<file path="src/rtl/param_sync_fifo_if.sv">
`default_nettype none
// ============================================================================
// Module      : param_sync_fifo_if
// Description : Handshake and status bundle for param_sync_fifo.
//               The master side drives write/read requests; the slave side
//               (the FIFO) returns read data, occupancy and status flags.
// Revision    : 1.0 - initial release
// ============================================================================
interface param_sync_fifo_if #(
  parameter int WIDTH = 128,
  parameter int DEPTH = 16
);

  localparam int CW = $clog2(DEPTH + 1);

  // Requests from the producer/consumer side
  logic             i_wren;
  logic [WIDTH-1:0] i_wrdata;
  logic             i_rden;
  logic             i_err_clr;

  // Data and status returned by the FIFO
  logic [WIDTH-1:0] o_rddata;
  logic             o_rdvalid;
  logic             o_full;
  logic             o_alm_full;
  logic             o_empty;
  logic             o_alm_empty;
  logic [CW-1:0]    o_count;
  logic             o_overflow;
  logic             o_underflow;

  modport master (
    output i_wren,
    output i_wrdata,
    output i_rden,
    output i_err_clr,
    input  o_rddata,
    input  o_rdvalid,
    input  o_full,
    input  o_alm_full,
    input  o_empty,
    input  o_alm_empty,
    input  o_count,
    input  o_overflow,
    input  o_underflow
  );

  modport slave (
    input  i_wren,
    input  i_wrdata,
    input  i_rden,
    input  i_err_clr,
    output o_rddata,
    output o_rdvalid,
    output o_full,
    output o_alm_full,
    output o_empty,
    output o_alm_empty,
    output o_count,
    output o_overflow,
    output o_underflow
  );

endinterface
`default_nettype wire

</file>
<file path="src/rtl/param_sync_fifo.sv">
`default_nettype none
// ============================================================================
// Module      : param_sync_fifo
// Description : Parametrised single-clock FIFO with exact occupancy count,
//               programmable almost-full / almost-empty thresholds, correct
//               full/empty at any depth (including non-power-of-2), selectable
//               registered or first-word-fall-through read, and sticky
//               overflow/underflow error flags.
// Revision    : 1.0 - initial release
// ============================================================================
module param_sync_fifo #(
  parameter int WIDTH     = 128,
  parameter int DEPTH     = 16,
  parameter int AF_THRESH = 4,
  parameter int AE_THRESH = 2,
  parameter int FWFT      = 0
) (
  input  logic                   clk,
  input  logic                   reset,
  param_sync_fifo_if.slave       bus
);

  // Count must represent 0..DEPTH inclusive, pointers only 0..DEPTH-1.
  localparam int CW = $clog2(DEPTH + 1);
  localparam int PW = (DEPTH > 1) ? $clog2(DEPTH) : 1;

  localparam logic [CW-1:0] CNT_FULL   = CW'(DEPTH);
  localparam logic [CW-1:0] CNT_AF     = CW'(DEPTH - AF_THRESH);
  localparam logic [CW-1:0] CNT_AE     = CW'(AE_THRESH);
  localparam logic [PW-1:0] PTR_LAST   = PW'(DEPTH - 1);

  // --------------------------------------------------------------------------
  // State
  // --------------------------------------------------------------------------
  logic [WIDTH-1:0] mem [0:DEPTH-1];
  logic [PW-1:0]    wr_ptr;
  logic [PW-1:0]    rd_ptr;
  logic [CW-1:0]    count;
  logic             overflow;
  logic             underflow;

  // --------------------------------------------------------------------------
  // Status decode: derived only from the registered count so that flags
  // never combinationally depend on the same-cycle requests.
  // --------------------------------------------------------------------------
  logic empty;
  logic full;
  logic rd_acc;
  logic wr_acc;

  assign empty  = (count == '0);
  assign full   = (count == CNT_FULL);

  // A read is accepted whenever there is data; a write is accepted when there
  // is room, or when a simultaneous accepted read frees the slot at full.
  assign rd_acc = bus.i_rden & ~empty;
  assign wr_acc = bus.i_wren & (~full | rd_acc);

  assign bus.o_full      = full;
  assign bus.o_empty     = empty;
  assign bus.o_alm_full  = (count >= CNT_AF);
  assign bus.o_alm_empty = (count <= CNT_AE);
  assign bus.o_count     = count;
  assign bus.o_overflow  = overflow;
  assign bus.o_underflow = underflow;

  // Explicit wrap at DEPTH-1 keeps non-power-of-2 depths correct.
  function automatic logic [PW-1:0] ptr_inc(input logic [PW-1:0] p);
    if (p == PTR_LAST) begin
      ptr_inc = '0;
    end else begin
      ptr_inc = p + PW'(1);
    end
  endfunction

  // Storage array: written on accepted writes only, never cleared by reset.
  always_ff @(posedge clk) begin
    if (reset && wr_acc) begin
      mem[wr_ptr] <= bus.i_wrdata;
    end
  end

  // Write/read pointers advance on their respective accepts.
  always_ff @(posedge clk) begin
    if (!reset) begin
      wr_ptr <= '0;
      rd_ptr <= '0;
    end else begin
      if (wr_acc) begin
        wr_ptr <= ptr_inc(wr_ptr);
      end
      if (rd_acc) begin
        rd_ptr <= ptr_inc(rd_ptr);
      end
    end
  end

  // Occupancy tracks accepts; simultaneous read+write leaves it unchanged.
  always_ff @(posedge clk) begin
    if (!reset) begin
      count <= '0;
    end else begin
      case ({wr_acc, rd_acc})
        2'b10:   count <= count + CW'(1);
        2'b01:   count <= count - CW'(1);
        default: count <= count;
      endcase
    end
  end

  // Sticky error flags: a new rejection in the clear cycle wins over the clear.
  always_ff @(posedge clk) begin
    if (!reset) begin
      overflow  <= 1'b0;
      underflow <= 1'b0;
    end else begin
      overflow  <= (bus.i_wren & ~wr_acc) | (overflow  & ~bus.i_err_clr);
      underflow <= (bus.i_rden & ~rd_acc) | (underflow & ~bus.i_err_clr);
    end
  end

  // --------------------------------------------------------------------------
  // Read data path
  // --------------------------------------------------------------------------
  generate
    if (FWFT != 0) begin : g_fwft
      // Head of queue is presented directly; a request pops it.
      assign bus.o_rddata  = mem[rd_ptr];
      assign bus.o_rdvalid = ~empty;
    end else begin : g_regrd
      logic [WIDTH-1:0] rd_data;
      logic             rd_valid;

      // Registered read: data appears one cycle after the accept and holds.
      always_ff @(posedge clk) begin
        if (!reset) begin
          rd_data  <= '0;
          rd_valid <= 1'b0;
        end else begin
          rd_valid <= rd_acc;
          if (rd_acc) begin
            rd_data <= mem[rd_ptr];
          end
        end
      end

      assign bus.o_rddata  = rd_data;
      assign bus.o_rdvalid = rd_valid;
    end
  endgenerate

endmodule
`default_nettype wire

</file>
<file path="src/flat_wrapper.sv">
// flat-port wrapper written by rule: the top's interface ports become plain ports
module param_sync_fifo_flat 
#(
  parameter int WIDTH     = 128,
  parameter int DEPTH     = 16,
  parameter int AF_THRESH = 4,
  parameter int AE_THRESH = 2,
  parameter int FWFT      = 0
)
  (clk, reset, bus_i_wren, bus_i_wrdata, bus_i_rden, bus_i_err_clr, bus_o_rddata, bus_o_rdvalid, bus_o_full, bus_o_alm_full, bus_o_empty, bus_o_alm_empty, bus_o_count, bus_o_overflow, bus_o_underflow);
  param_sync_fifo_if #(.WIDTH(WIDTH), .DEPTH(DEPTH)) bus_i ();
  input  logic clk;
  input  logic reset;
  input wire logic [$bits(bus_i.i_wren)-1:0] bus_i_wren;
  input wire logic [$bits(bus_i.i_wrdata)-1:0] bus_i_wrdata;
  input wire logic [$bits(bus_i.i_rden)-1:0] bus_i_rden;
  input wire logic [$bits(bus_i.i_err_clr)-1:0] bus_i_err_clr;
  output wire logic [$bits(bus_i.o_rddata)-1:0] bus_o_rddata;
  output wire logic [$bits(bus_i.o_rdvalid)-1:0] bus_o_rdvalid;
  output wire logic [$bits(bus_i.o_full)-1:0] bus_o_full;
  output wire logic [$bits(bus_i.o_alm_full)-1:0] bus_o_alm_full;
  output wire logic [$bits(bus_i.o_empty)-1:0] bus_o_empty;
  output wire logic [$bits(bus_i.o_alm_empty)-1:0] bus_o_alm_empty;
  output wire logic [$bits(bus_i.o_count)-1:0] bus_o_count;
  output wire logic [$bits(bus_i.o_overflow)-1:0] bus_o_overflow;
  output wire logic [$bits(bus_i.o_underflow)-1:0] bus_o_underflow;
  assign bus_i.i_wren = bus_i_wren;
  assign bus_i.i_wrdata = bus_i_wrdata;
  assign bus_i.i_rden = bus_i_rden;
  assign bus_i.i_err_clr = bus_i_err_clr;
  assign bus_o_rddata = bus_i.o_rddata;
  assign bus_o_rdvalid = bus_i.o_rdvalid;
  assign bus_o_full = bus_i.o_full;
  assign bus_o_alm_full = bus_i.o_alm_full;
  assign bus_o_empty = bus_i.o_empty;
  assign bus_o_alm_empty = bus_i.o_alm_empty;
  assign bus_o_count = bus_i.o_count;
  assign bus_o_overflow = bus_i.o_overflow;
  assign bus_o_underflow = bus_i.o_underflow;
  param_sync_fifo #(.WIDTH(WIDTH), .DEPTH(DEPTH), .AF_THRESH(AF_THRESH), .AE_THRESH(AE_THRESH), .FWFT(FWFT)) u_core (.clk(clk), .reset(reset), .bus(bus_i));
endmodule
</file>
<file path="config.mk">
export PLATFORM = sky130hd
export DESIGN_NAME = param_sync_fifo_flat
export DESIGN_NICKNAME = d
export VERILOG_FILES = /design/src/rtl/param_sync_fifo_if.sv /design/src/rtl/param_sync_fifo.sv /design/src/flat_wrapper.sv
export SDC_FILE = /design/constraint.sdc
export NUM_CORES = 2
export LEC_CHECK = 0
export ABC_AREA = 1
export BUFFER_PORTS_ARGS = -buffer_cell sky130_fd_sc_hd__clkbuf_2
export CAP_MARGIN = 20
export CORE_ASPECT_RATIO = 0.7
export CORE_MARGIN = 5
export CORE_UTILIZATION = 31
export CTS_CLUSTER_SIZE = 10
export DETAILED_ROUTE_END_ITERATION = 12
export GPL_ROUTABILITY_DRIVEN = 0
export PLACE_DENSITY_LB_ADDON = 0.25
export SYNTH_ARGS = -nofsm -noshare
export SYNTH_HDL_FRONTEND = slang
export SYNTH_SLANG_ARGS = --single-unit
</file>
<file path="constraint.sdc">
create_clock -name clk -period 14.6 [get_ports clk]
set_clock_uncertainty 0.2 [all_clocks]
set_input_delay 1.46 -clock clk [delete_from_list [all_inputs] [get_ports clk]]
set_output_delay 1.46 -clock clk [all_outputs]
set_load 0.02 [all_outputs]
</file>
# ---- Word level (Yosys, flattened, before mapping)
# Memories as Yosys holds them, arrays and structs flattened. A register that Yosys moved wholly into a read port is not among the register bits.
# Cells that the tools add are included.
dict set report word_totals {
  register_bits 16
  mem_bits_rw 2048
  in_bits 133
  out_inout_bits 140
  elab_cells 41
  memories 1
}
# memory words width read_ports rd_ports_with_merged_regs wr line
set memory_table {}
lappend memory_table {u_core.mem 16 128 1 1 1 param_sync_fifo.sv:35} ;# logic [WIDTH-1:0] mem [0:DEPTH-1];
dict set report op_classes {
  add_sub_neg 4
  magnitude_cmp 2
  eq_ne 5
  n_mux 5
  bitwise 14
  reduce_logical 4
}
# operator count
set op_table {}
lappend op_table {{$pmux 5 s2} 1}
lappend op_table {{$add 4x1->4 const B} 2}
lappend op_table {{$eq 4x4->1 const B} 2}
lappend op_table {{$mux 4} 2}
lappend op_table {{$and 1x1->1} 6}
lappend op_table {{$add 5x1->5 const B} 1}
lappend op_table {{$eq 5x5->1 const B} 1}
lappend op_table {{$ge 5x4->1 const B} 1}
lappend op_table {{$le 5x2->1 const B} 1}
lappend op_table {{$logic_not 5->1} 1}
lappend op_table {{$not 1->1} 5}
lappend op_table {{$sub 5x1->5 const B} 1}
lappend op_table {{$or 1x1->1} 3}
lappend op_table {{$eq 2x1->1 const B} 1}
lappend op_table {{$eq 2x2->1 const B} 1}
lappend op_table {{$mux 1} 2}
lappend op_table {{$reduce_bool 2->1} 1}
lappend op_table {{$logic_and 1x1->1} 1}
lappend op_table {{$logic_not 1->1} 1}

# ---- Logic depth before layout (Yosys ltp)
dict set report logic_depth {
  word_depth 8
  mapped_depth 15
  ltp_nobuf 13
}

# ---- Worst setup path after synthesis
# OpenSTA, ideal clock, no wires.
dict set report synth_timing {
  path_type {in2reg}
  from {in reset}
  to {mem u_core.mem[3][0] (enable)}
  setup_time_ns 0.772
  arrival_ns 10.694
  required_time_ns 13.628
  slack_ns 2.934
  cell_stages 4
  path_buffers 2
  path_cell_list {clkbuf_1 inv_1 clkbuf_1 nor3_1}
}
dict set report synth_via {
  elab_chain_cells 3
}
# element line
set synth_lines {}
lappend synth_lines {{start, declared} flat_wrapper.sv:13} ;# input logic reset;
lappend synth_lines {{$logic_and 1x1->1} param_sync_fifo.sv:78} ;# if (reset && wr_acc) begin
lappend synth_lines {{$mux 1} param_sync_fifo.sv:78}
lappend synth_lines {{$mux 1 (implied by the code)} param_sync_fifo.sv:79} ;# mem[wr_ptr] <= bus.i_wrdata;
lappend synth_lines {{end, declared} param_sync_fifo.sv:35}
# Every way passes these cells.

# ---- Final worst setup path
dict set report layout_timing {
  from {in reset}
  to {mem u_core.mem[10][82] (enable)}
}
# The elaborated chain is that of the path after synthesis.

==> metrics.txt <==
Routed WL per cell around 20 um; htree depth 4; Leak about 0.044 uW; Post-CTS Resized 0; Data required, critical path 14.85 ns; final instance area 105,000 sq um; max_cap viols 0; minimum clock period 5.54 ns; Cells after Synth 9,237; area delta synth->final 13.5%; Endpoint, Worst Hold u_core.bus.o_overflow; class of the worst hold path flop to flop; R2R Path Start u_core.rd_ptr[0]; final setup TNS 0 ns; largest net degree at the start of global routing 202; Sw Ratio 0.327; initial antenna violation count 30; Post-Route WL 272 mm; Die ar. 311,000 sq um; Seq pwr share 0.428; Synth Warn # 0; Antenna Nets Post-Route 0; clock power share 0.339; Syn Std Cell Area 93,000 sq um; CTS Buf Count 248; Clock Sinks 2,192; number of I/O pins 273; Cell Rows 168; first-pass GRT wire length 400 mm; Root Driver clkbuf_16; Die Y 468 um; drt via density approximately 4.6; status finished, violations left; fraction of final layout cells with drive strength greater than 1 0.0672; Psw 5520 uW; placed cell area 98,200 sq um; Final Net Count around 9.5k; worst reg2reg setup slack 9.12 ns; Clock Latency Late Sink 0.93 ns; Die X 665 um; Distinct cells, synth 25; via count of the first global-routing pass 59.2k; failing checks max-slew violations; Seq/Total Area, Yosys 0.692; Critical Path AT ~5.8 ns; fmax 0.180 GHz; total gr overflow 0; Hold WS between 0.2 and 0.3 ns; setup ws final 9.06 ns; FF-to-FF End u_core.bus.o_rddata[83]; DR iter-0 viols 5,598; via count 62.2k; clock transition at the registers of the reported paths 0.07 ns; logic gate share of total power 0.233; CP Launch Type primary input; total power roughly 17,000 uW; worst-path fanout max 77; Worst R2R Path Depth 10; First-pass DRT Iterations 5; hold_buf cts 0; Place WS roughly 8 ns; final max-slew violation count 31; HPWL Detailed 138 mm; pwr dens between 150 and 200 nW/um^2; Final Cycle Share 0.380; Final Hold Fails 0; Worst Max-Slew Pin Slew 1.52 ns; Syn Area/Cell 10.1 sq um; port bufs 272; total internal power approximately 11,000 uW; flops & latches, synth 2,192; syn_nets roughly 9.4k; unrepaired setup endpoints after global routing false; setup repair bufs after CTS 0; drt drc 0; Initial Utilization 0.311; CTS tree built; max_slew headroom -0.0112; startpoint of the worst hold path u_core.bus.o_overflow; CP startpoint reset; hold path cells 2; Tot GR Track Use 0.169; CP Class primary input to flop; clock tree buffer depth 4; nature of the critical path endpoint flop; Core ar. 299,000 sq um; # setup viols final 0; Worst IR Drop VDD 122 uV
==> cell usage in the layout, fill, tap and decap left out, types with 2 or more instances in the layout <==
cell type,count
nand2_1,2867
edfxtp_1,2048
inv_1,1618
nand3_1,1031
nor2_1,744
clkbuf_2,271
clkbuf_16,253
clkbuf_1,193
a21oi_1,149
dfxtp_1,141
o21ai_0,136
buf_4,67
buf_12,15
nor2_4,14
diode_2,9
ha_1,9
inv_6,4
inv_8,3
nor3_2,3
o21ai_1,3
dfxtp_4,3
nand4_1,2
xnor2_1,2
xor2_1,2
clkbuf_8,2
bufinv_16,2
clkinv_2,2
==> how the worst max path moves through the flow <==
stage | to | slack [ns]
floorplan | u_core.mem[3][0] | 2.93
global placement | u_core.mem[4][108] | 8.08
detailed placement | u_core.mem[10][85] | 7.99
CTS | u_core.mem[10][82] | 8.93
global route | u_core.bus.o_rddata[87] | 8.74
finish | u_core.mem[10][82] | 9.06
==> sequential cells by signal, summed over array words and instances, names as in the netlist <==
signal                  flops
u_core.bus.o_overflow       1
u_core.bus.o_rddata       128
u_core.bus.o_underflow      1
u_core.mem               2048
u_core.bus.o_rdvalid        1
u_core.wr_ptr               4
u_core.bus.o_count          5
u_core.rd_ptr               4
==> metal layers <==
metal  wire length (um)  track usage  vias up
met5                 69            0        -
met4               4870       0.0384       10
met3              16000       0.0254      347
met2             121000        0.263     1812
met1             130000        0.250    30300
li1                   -            -    29700
==> logic make-up (layout without fill, tap and decap cells) <==
family                   count (synthesis)  in the layout  synth area share
AND/OR/NAND/NOR                       4663           4663             0.202
flip-flops                            2192           2192             0.692
buffers and inverters                 2079           2436            0.0879
AO/OA/AOI/OAI                          289            289            0.0156
adder cells (fa/ha/maj)                 10             10           0.00143
XOR/XNOR                                 4              4          0.000377
other                                    0              9                 0
==> stage by stage <==
step,cells,utilization
5_1_grt,13600,0.353
3_5_place_dp,13100,0.329
2_1_floorplan,9237,-
6_report,13600,0.353
4_1_cts,13600,0.353
3_3_place_gp,13100,0.329
==> critical path: stages <==
cell and delay, ns:
buf_6 0.59, inv_1 0.45, nor2_1 0.38, nand2_1 0.30, nor2_4 0.27, buf_4 0.54
buf_4 0.82, buf_4 0.81
==> cells in the mapped netlist <==
master / number / area (sq um)
fa_1: 1 / 20.0
nand2_2: 1 / 6.26
buf_4: 3 / 22.5
buf_6: 3 / 33.8
dfxtp_1: 144 / 2880
edfxtp_1: 2048 / 61500
nand2_1: 2867 / 10800
inv_2: 4 / 15.0
inv_1: 1620 / 6080
a211oi_1: 1 / 7.51
nor3_1: 4 / 20.0
ha_1: 9 / 113
buf_2: 259 / 1300
buf_1: 52 / 195
o21ai_1: 3 / 15.0
nand3_1: 1031 / 5160
nor2_1: 758 / 2850
o21ai_0: 136 / 681
xor2_1: 2 / 17.5
nand4_1: 2 / 12.5
clkbuf_1: 130 / 488
xnor2_1: 2 / 17.5
clkinv_1: 1 / 3.75
clkbuf_2: 7 / 35.0
a21oi_1: 149 / 746
==> power by group through the flow <==
stage                     combinational, uW  sequential (uW)  clock, uW
after floorplan                        2460             7460          0
after global placement                 3940             7360          0
after detailed placement               3960             7370          0
after CTS                              3970             7240       5870
after global routing                   4370             7260       6160
final                                  3940             7230       5720
==> layout make-up <==
cell class	count	area [sq um]
Sequential cell	2192	64400
Antenna cell	9	22.5
Fill cell	29800	193000
Multi-Input combinational cell	4966	20500
Clock inverter	8	110
Inverter	1625	6140
Tap cell	3995	5000
Timing Repair Buffer	355	2200
Clock buffer	448	7080
No activity file was read; power rests on OpenSTA's default activity.
